$ cat src/rtl/reg_file_32x32_pkg.sv
// Shared processor constants for the integer register file.
// Imported by reg_file_32x32 and decoder5to32.
package reg_file_32x32_pkg;

  localparam int REG_ADDR_W = 5;
  localparam int REG_COUNT  = 32;
  localparam int DATA_W_DEF = 32;

  // True when register idx accepts writes under the given ZERO_R0 setting
  function automatic logic reg_writable(input int idx, input int zero_r0);
    logic ok;
    if ((zero_r0 != 0) && (idx == 0)) begin
      ok = 1'b0;
    end else begin
      ok = 1'b1;
    end
    return ok;
  endfunction

endpackage

$ cat src/rtl/reg_file_32x32_decoder.sv
// decoder5to32: one-hot write-enable decode of a register index, gated by en.
// Produces at most one asserted bit per cycle.
module decoder5to32
  import reg_file_32x32_pkg::*;
(
  input  logic                  en,
  input  logic [REG_ADDR_W-1:0] addr,
  output logic [REG_COUNT-1:0]  onehot
);

  // One-hot select of addr, all-zero when disabled
  always_comb begin
    onehot = {REG_COUNT{1'b0}};
    if (en) begin
      onehot[addr] = 1'b1;
    end else begin
      onehot = {REG_COUNT{1'b0}};
    end
  end

endmodule

$ cat src/rtl/reg_file_32x32.sv
// 32-entry register file: one write port, two combinational read ports.
// Optional write-through forwarding when macro REGFILE_BYPASS_EN is defined.
module reg_file_32x32
  import reg_file_32x32_pkg::*;
#(
  parameter int DATA_W  = DATA_W_DEF,
  parameter int ZERO_R0 = 1
) (
  input  logic                  clk,
  input  logic                  rst_n,
  input  logic                  wr_en,
  input  logic [REG_ADDR_W-1:0] wr_addr,
  input  logic [DATA_W-1:0]     wr_data,
  input  logic [REG_ADDR_W-1:0] rd_addr_a,
  output logic [DATA_W-1:0]     rd_data_a,
  input  logic [REG_ADDR_W-1:0] rd_addr_b,
  output logic [DATA_W-1:0]     rd_data_b
);

  logic [DATA_W-1:0]     regs_r [REG_COUNT];
  logic [REG_COUNT-1:0]  we_s;
  logic [REG_ADDR_W-1:0] rd_addr_s [2];
  logic [DATA_W-1:0]     rd_data_s [2];

  decoder5to32 u_dec (
    .en     (wr_en),
    .addr   (wr_addr),
    .onehot (we_s)
  );

  // Register array: async clear, decoded single-entry write
  always_ff @(posedge clk or negedge rst_n) begin
    if (!rst_n) begin
      for (int i = 0; i < REG_COUNT; i++) begin
        regs_r[i] <= {DATA_W{1'b0}};
      end
    end else begin
      for (int i = 0; i < REG_COUNT; i++) begin
        if (we_s[i] && reg_writable(i, ZERO_R0)) begin
          regs_r[i] <= wr_data;
        end
      end
    end
  end

  assign rd_addr_s[0] = rd_addr_a;
  assign rd_addr_s[1] = rd_addr_b;

  // Read muxes; reset and hard-wired r0 override both storage and forwarding
  always_comb begin
    for (int p = 0; p < 2; p++) begin
      rd_data_s[p] = {DATA_W{1'b0}};
      if (!rst_n) begin
        rd_data_s[p] = {DATA_W{1'b0}};
      end else if ((ZERO_R0 != 0) && (rd_addr_s[p] == {REG_ADDR_W{1'b0}})) begin
        rd_data_s[p] = {DATA_W{1'b0}};
`ifdef REGFILE_BYPASS_EN
      end else if (wr_en && (wr_addr == rd_addr_s[p])) begin
        rd_data_s[p] = wr_data;
`endif
      end else begin
        rd_data_s[p] = regs_r[rd_addr_s[p]];
      end
    end
  end

  assign rd_data_a = rd_data_s[0];
  assign rd_data_b = rd_data_s[1];

endmodule

$ cat config.mk
export PLATFORM = sky130hd
export DESIGN_NAME = reg_file_32x32
export DESIGN_NICKNAME = d
export VERILOG_FILES = /design/src/rtl/reg_file_32x32_pkg.sv /design/src/rtl/reg_file_32x32_decoder.sv /design/src/rtl/reg_file_32x32.sv
export SDC_FILE = /design/constraint.sdc
export NUM_CORES = 2
export LEC_CHECK = 0
export CAP_MARGIN = 20
export CORE_ASPECT_RATIO = 0.6
export CORE_UTILIZATION = 59
export DETAILED_ROUTE_END_ITERATION = 8
export PLACE_DENSITY_LB_ADDON = 0.2
export SLEW_MARGIN = 10
export SYNTH_ARGS = -nofsm -noshare
export SYNTH_HDL_FRONTEND = slang
export SYNTH_HIERARCHICAL = 1
export SYNTH_SLANG_ARGS = --single-unit
$ cat constraint.sdc
create_clock -name clk -period 3.9 [get_ports clk]
set_input_delay 0.975 -clock clk [delete_from_list [all_inputs] [get_ports clk]]
set_output_delay 0.975 -clock clk [all_outputs]
set_load 0.05 [all_outputs]
**Word level (Yosys, flattened, before mapping)**

Cells that the tools add are included.

- Flip-flop bits (word level): 992
- Bits of input ports: 50
- Word-level logic and storage cells: 53

- $lt $le $gt $ge: 4
- Muxes and demuxes: 13
- Bitwise gates (word level): 2
- Reduce and logical (&&, ||, !) cells: 3

Operators by type and width:

| kind | number |
|---|---|
| binary-select mux 32 bit (select 5 bit) | 2 |
| 2-to-1 mux 32 bit | 9 |
| >= comparator 6 bit (second input constant) | 2 |
| inverter 5 -> 6 bit | 2 |
| logical NOT 5 bit | 2 |
| < comparator 5 x 6 -> 1 bit (second input constant) | 1 |
| demux 1 bit (select 5 bit) | 1 |
| >= comparator 5 x 1 -> 1 bit (second input constant) | 1 |
| logical AND 1 bit | 1 |
| 2-to-1 mux 1 bit | 1 |

**Logic depth before layout (Yosys ltp)**

- Depth after elaboration: 6
- Depth in mapped cells: 8
- Depth with buffers taken out: 4

**By module**

The synthesis kept the hierarchy.

By module, submodules not included:

| module | instances | cells an instance | area an instance (um^2) | sequential area each (um^2) |
|---|---|---|---|---|
| reg_file_32x32 | 1 | 3555 | 53261.1 | 24823.8 |
| decoder5to32 | 1 | 47 | 230.2 | 0.0 |

**Worst setup path after synthesis**

No wires, ideal clock.

- Path type: input to output
- Start: input port rd_addr_a[0]
- End: output port rd_data_a[11]
- Data arrival time: 4.385 ns
- Data required time: 2.925 ns
- Slack: -1.460 ns
- Stages: 7
- Buffers on the path: 4
- Cell sequence: buf_6 buf_12 buf_12 buf_6 mux4_2 mux2i_1 a2111oi_0

- Word-level cells in the longest chain between the ends: 6
- Elaborated cells on any way between the ends: 7

RTL lines:

| element | line | source |
|---|---|---|
| from (decl) | reg_file_32x32.sv:14 | `input logic [REG_ADDR_W-1:0] rd_addr_a,` |
| inverter 5 -> 6 bit (implied by the code) | reg_file_32x32.sv:62 | `rd_data_s[p] = regs_r[rd_addr_s[p]];` |
| binary-select mux 32 bit (select 5 bit) | reg_file_32x32.sv:62 |  |
| 2-to-1 mux 32 bit (implied by the code) (2 in series) | reg_file_32x32.sv:62 |  |
| 2-to-1 mux 32 bit * | reg_file_32x32.sv:55 | `end else if ((ZERO_R0 != 0) && (rd_addr_s[p] == {REG_ADDR_W{1'b0}})) begin` |
| 2-to-1 mux 32 bit * | reg_file_32x32.sv:53 | `if (!rst_n) begin` |
| to (decl) | reg_file_32x32.sv:15 | `output logic [DATA_W-1:0] rd_data_a,` |

Mark *: on every way between the ends. The rest lies on a longest branch, timed or not. The select of a mux whose other input is x is not followed.

**Worst setup path in the final report**

- Start: input port rd_addr_b[3]
- End: output port rd_data_b[17]

- Word-level cells in the longest chain between the ends: 6
- Elaborated cells on any way between the ends: 7

RTL lines:

| element | line | source |
|---|---|---|
| from (decl) | reg_file_32x32.sv:16 | `input logic [REG_ADDR_W-1:0] rd_addr_b,` |
| inverter 5 -> 6 bit (implied by the code) | reg_file_32x32.sv:62 |  |
| binary-select mux 32 bit (select 5 bit) | reg_file_32x32.sv:62 |  |
| 2-to-1 mux 32 bit (implied by the code) (2 in series) | reg_file_32x32.sv:62 |  |
| 2-to-1 mux 32 bit * | reg_file_32x32.sv:55 |  |
| 2-to-1 mux 32 bit * | reg_file_32x32.sv:53 |  |
| to (decl) | reg_file_32x32.sv:17 | `output logic [DATA_W-1:0] rd_data_b` |

Marked as above.

==> metrics <==
Rel. slew slack=23.1%; clk root buf=clkbuf_16; DP Cell Count=4,834; Finished Core Util=69.9%; post-route ant nets=0; Hold WC Path Type=in2async; crit path launch type=primary input; Combinational Power Share=23.2%; internal power=22.1 mW; final setup margin=-0.125 ns; Starting DRT DRC Count=4,833; Core Area=89,800 um2; area grow syn2layout=17.3%; clock-pin slew on the worst setup and hold paths=0.06 ns; average wire per standard cell=36.2 um; Data arrival, critical path=3.05 ns; crit share post-route=103%; vias in the first global route=38,100; Switching Share=28.6%; clock share of power=31.7%; Placer Congestion=0.906; hold_buf cts=0; die area=91,900 um2; Die X=391 um; DRT Pass-1 Iters=8; clock latency on the worst-skew pair=0.68 ns; CTS tree=yes; gr ovfl total=0; CTS Buf Count=94; first-pass GRT wire length=267,000 um; number of flip-flops under the largest register name=992; setup violators final=4; CP Max Fanout=15; via count=37,200; CTS max path bufs=3; cell area after synthesis=53,500 um2; Post-Syn Instances=3,601; initial antenna violation count=12; Synthesized Nets=3,651; RSZ-0062 raised after global routing=yes; Die Y=235 um; clk_skew=0 ns; WP data required=2.92 ns; failing checks=setup timing; Post-DP Area=59,000 um2; port bufs=113; Ports=114; drt via density=7.39; Post-DP HPWL=114,000 um; Max-cap violations=0; biggest regs=regs_r x992; H-tree levels=3; Fin Setup TNS=-0.265 ns; share of cells above drive strength 1=57.3%; GRT Util Overall=40.2%; num rows=85; largest register by flop count=regs_r; sequential share of power=45.2%; Finished Layout Cells=5,027; Initial Utilization=59.6%; Min Clock Period, post-route=4.03 ns; Max Clock Freq=248 MHz; drt drc=0; Worst Setup End Kind=output pin; fin. max-slew vios=0; # fillers=5,784; Sink Count=992; design area=62,700 um2; power per standard cell area=493 nW/um2; CP Class=in2out; Synth warnings=6; static leakage=26.5 nW; final WL=182,000 um; status=complete, but fails checks; worst supply voltage drop on vdd=426 uV; largest net degree at the start of global routing=189; final hold vios=0; # nets final=3,776; Synth Area per Inst=14.9 um2; net switching power=8.84 mW; worst slew pin tran=1.15 ns
per-layer routing:
metal,routed length [um],global-route usage [%]
met5,70,0
met4,8070,16.2
met3,24800,14.2
met2,78200,55.9
met1,71000,57.7
worst paths after layout:
path / from / end / slack, ns / cells after the start
worst max-delay path: rd_addr_b[3] / rd_data_b[17] / -0.13 / 8
worst min-delay path: rst_n / regs_r[540]$_DFFE_PN0P_ / 0.12 / 1
worst max register to register: regs_r[950]$_DFFE_PN0P_ / regs_r[950]$_DFFE_PN0P_ / 3.06 / 1
worst min register to register: regs_r[132]$_DFFE_PN0P_ / regs_r[132]$_DFFE_PN0P_ / 0.52 / 1
max in group asynchronous: rst_n / regs_r[479]$_DFFE_PN0P_ / 1.59 / 3
min in group clk: regs_r[132]$_DFFE_PN0P_ / regs_r[132]$_DFFE_PN0P_ / 0.52 / 1
per-stage QoR:
| step | power [mW] | hold WS (ns) | setup WS, ns |
|---|---|---|---|
| floorplan | 18.5 | 0.489 | -0.127 |
| global placement | 20.5 | 0.501 | -0.285 |
| detailed placement | 21.0 | 0.510 | -0.260 |
| CTS | 30.7 | 0.0888 | -0.0701 |
| global route | 32.0 | 0.0999 | -0.0579 |
| finish | 30.9 | 0.117 | -0.125 |
area by class of cell:
| cell class | count | area, um2 | area share [%] |
|---|---|---|---|
| Clock buffer | 138 | 2760 | 4.40 |
| Sequential cell | 992 | 24800 | 39.6 |
| Multi-Input combinational cell | 2179 | 27600 | 44.1 |
| Timing Repair Buffer | 456 | 5490 | 8.75 |
| Tap cell | 1218 | 1520 | 2.43 |
| Antenna cell | 5 | 12.5 | 0.0199 |
| Inverter | 3 | 11.3 | 0.0180 |
| Clock inverter | 36 | 463 | 0.738 |
power groups by stage:
stage,logic (mW),registers [mW],clock network [mW]
2_1_floorplan,5.12,13.4,0
3_3_place_gp,6.71,13.8,0
3_5_place_dp,6.97,14.0,0
4_1_cts,7.05,13.8,9.84
5_1_grt,7.52,14.2,10.3
6_report,7.16,14.0,9.79
timing repair:
action,in CTS,in global routing
endpoints found under the setup margin,50,31
pin swaps,3,3
cloned,2,2
buffers inserted,2,5
gates resized for setup,20,25
layout by cell type, fill, tap and decap left out, types with 36 or more instances in the layout:
cell type	n
mux2_2	1090
dfrtp_1	992
mux4_2	408
buf_4	256
buf_12	134
clkbuf_16	100
a221oi_1	70
mux2i_1	69
nor2b_1	53
o22ai_1	50
nand2_1	47
clkdlybuf4s50_1	38
nor2_1	36
worst max-delay path, stage by stage:
cell and delay [ns]:
buf_4 0.21, buf_4 0.18, nand2b_1 0.20, buf_4 0.20
o221ai_1 0.13, o221ai_1 0.37, and3_1 0.48, buf_4 0.28
Note: power is estimated with default switching activity, not from simulation.
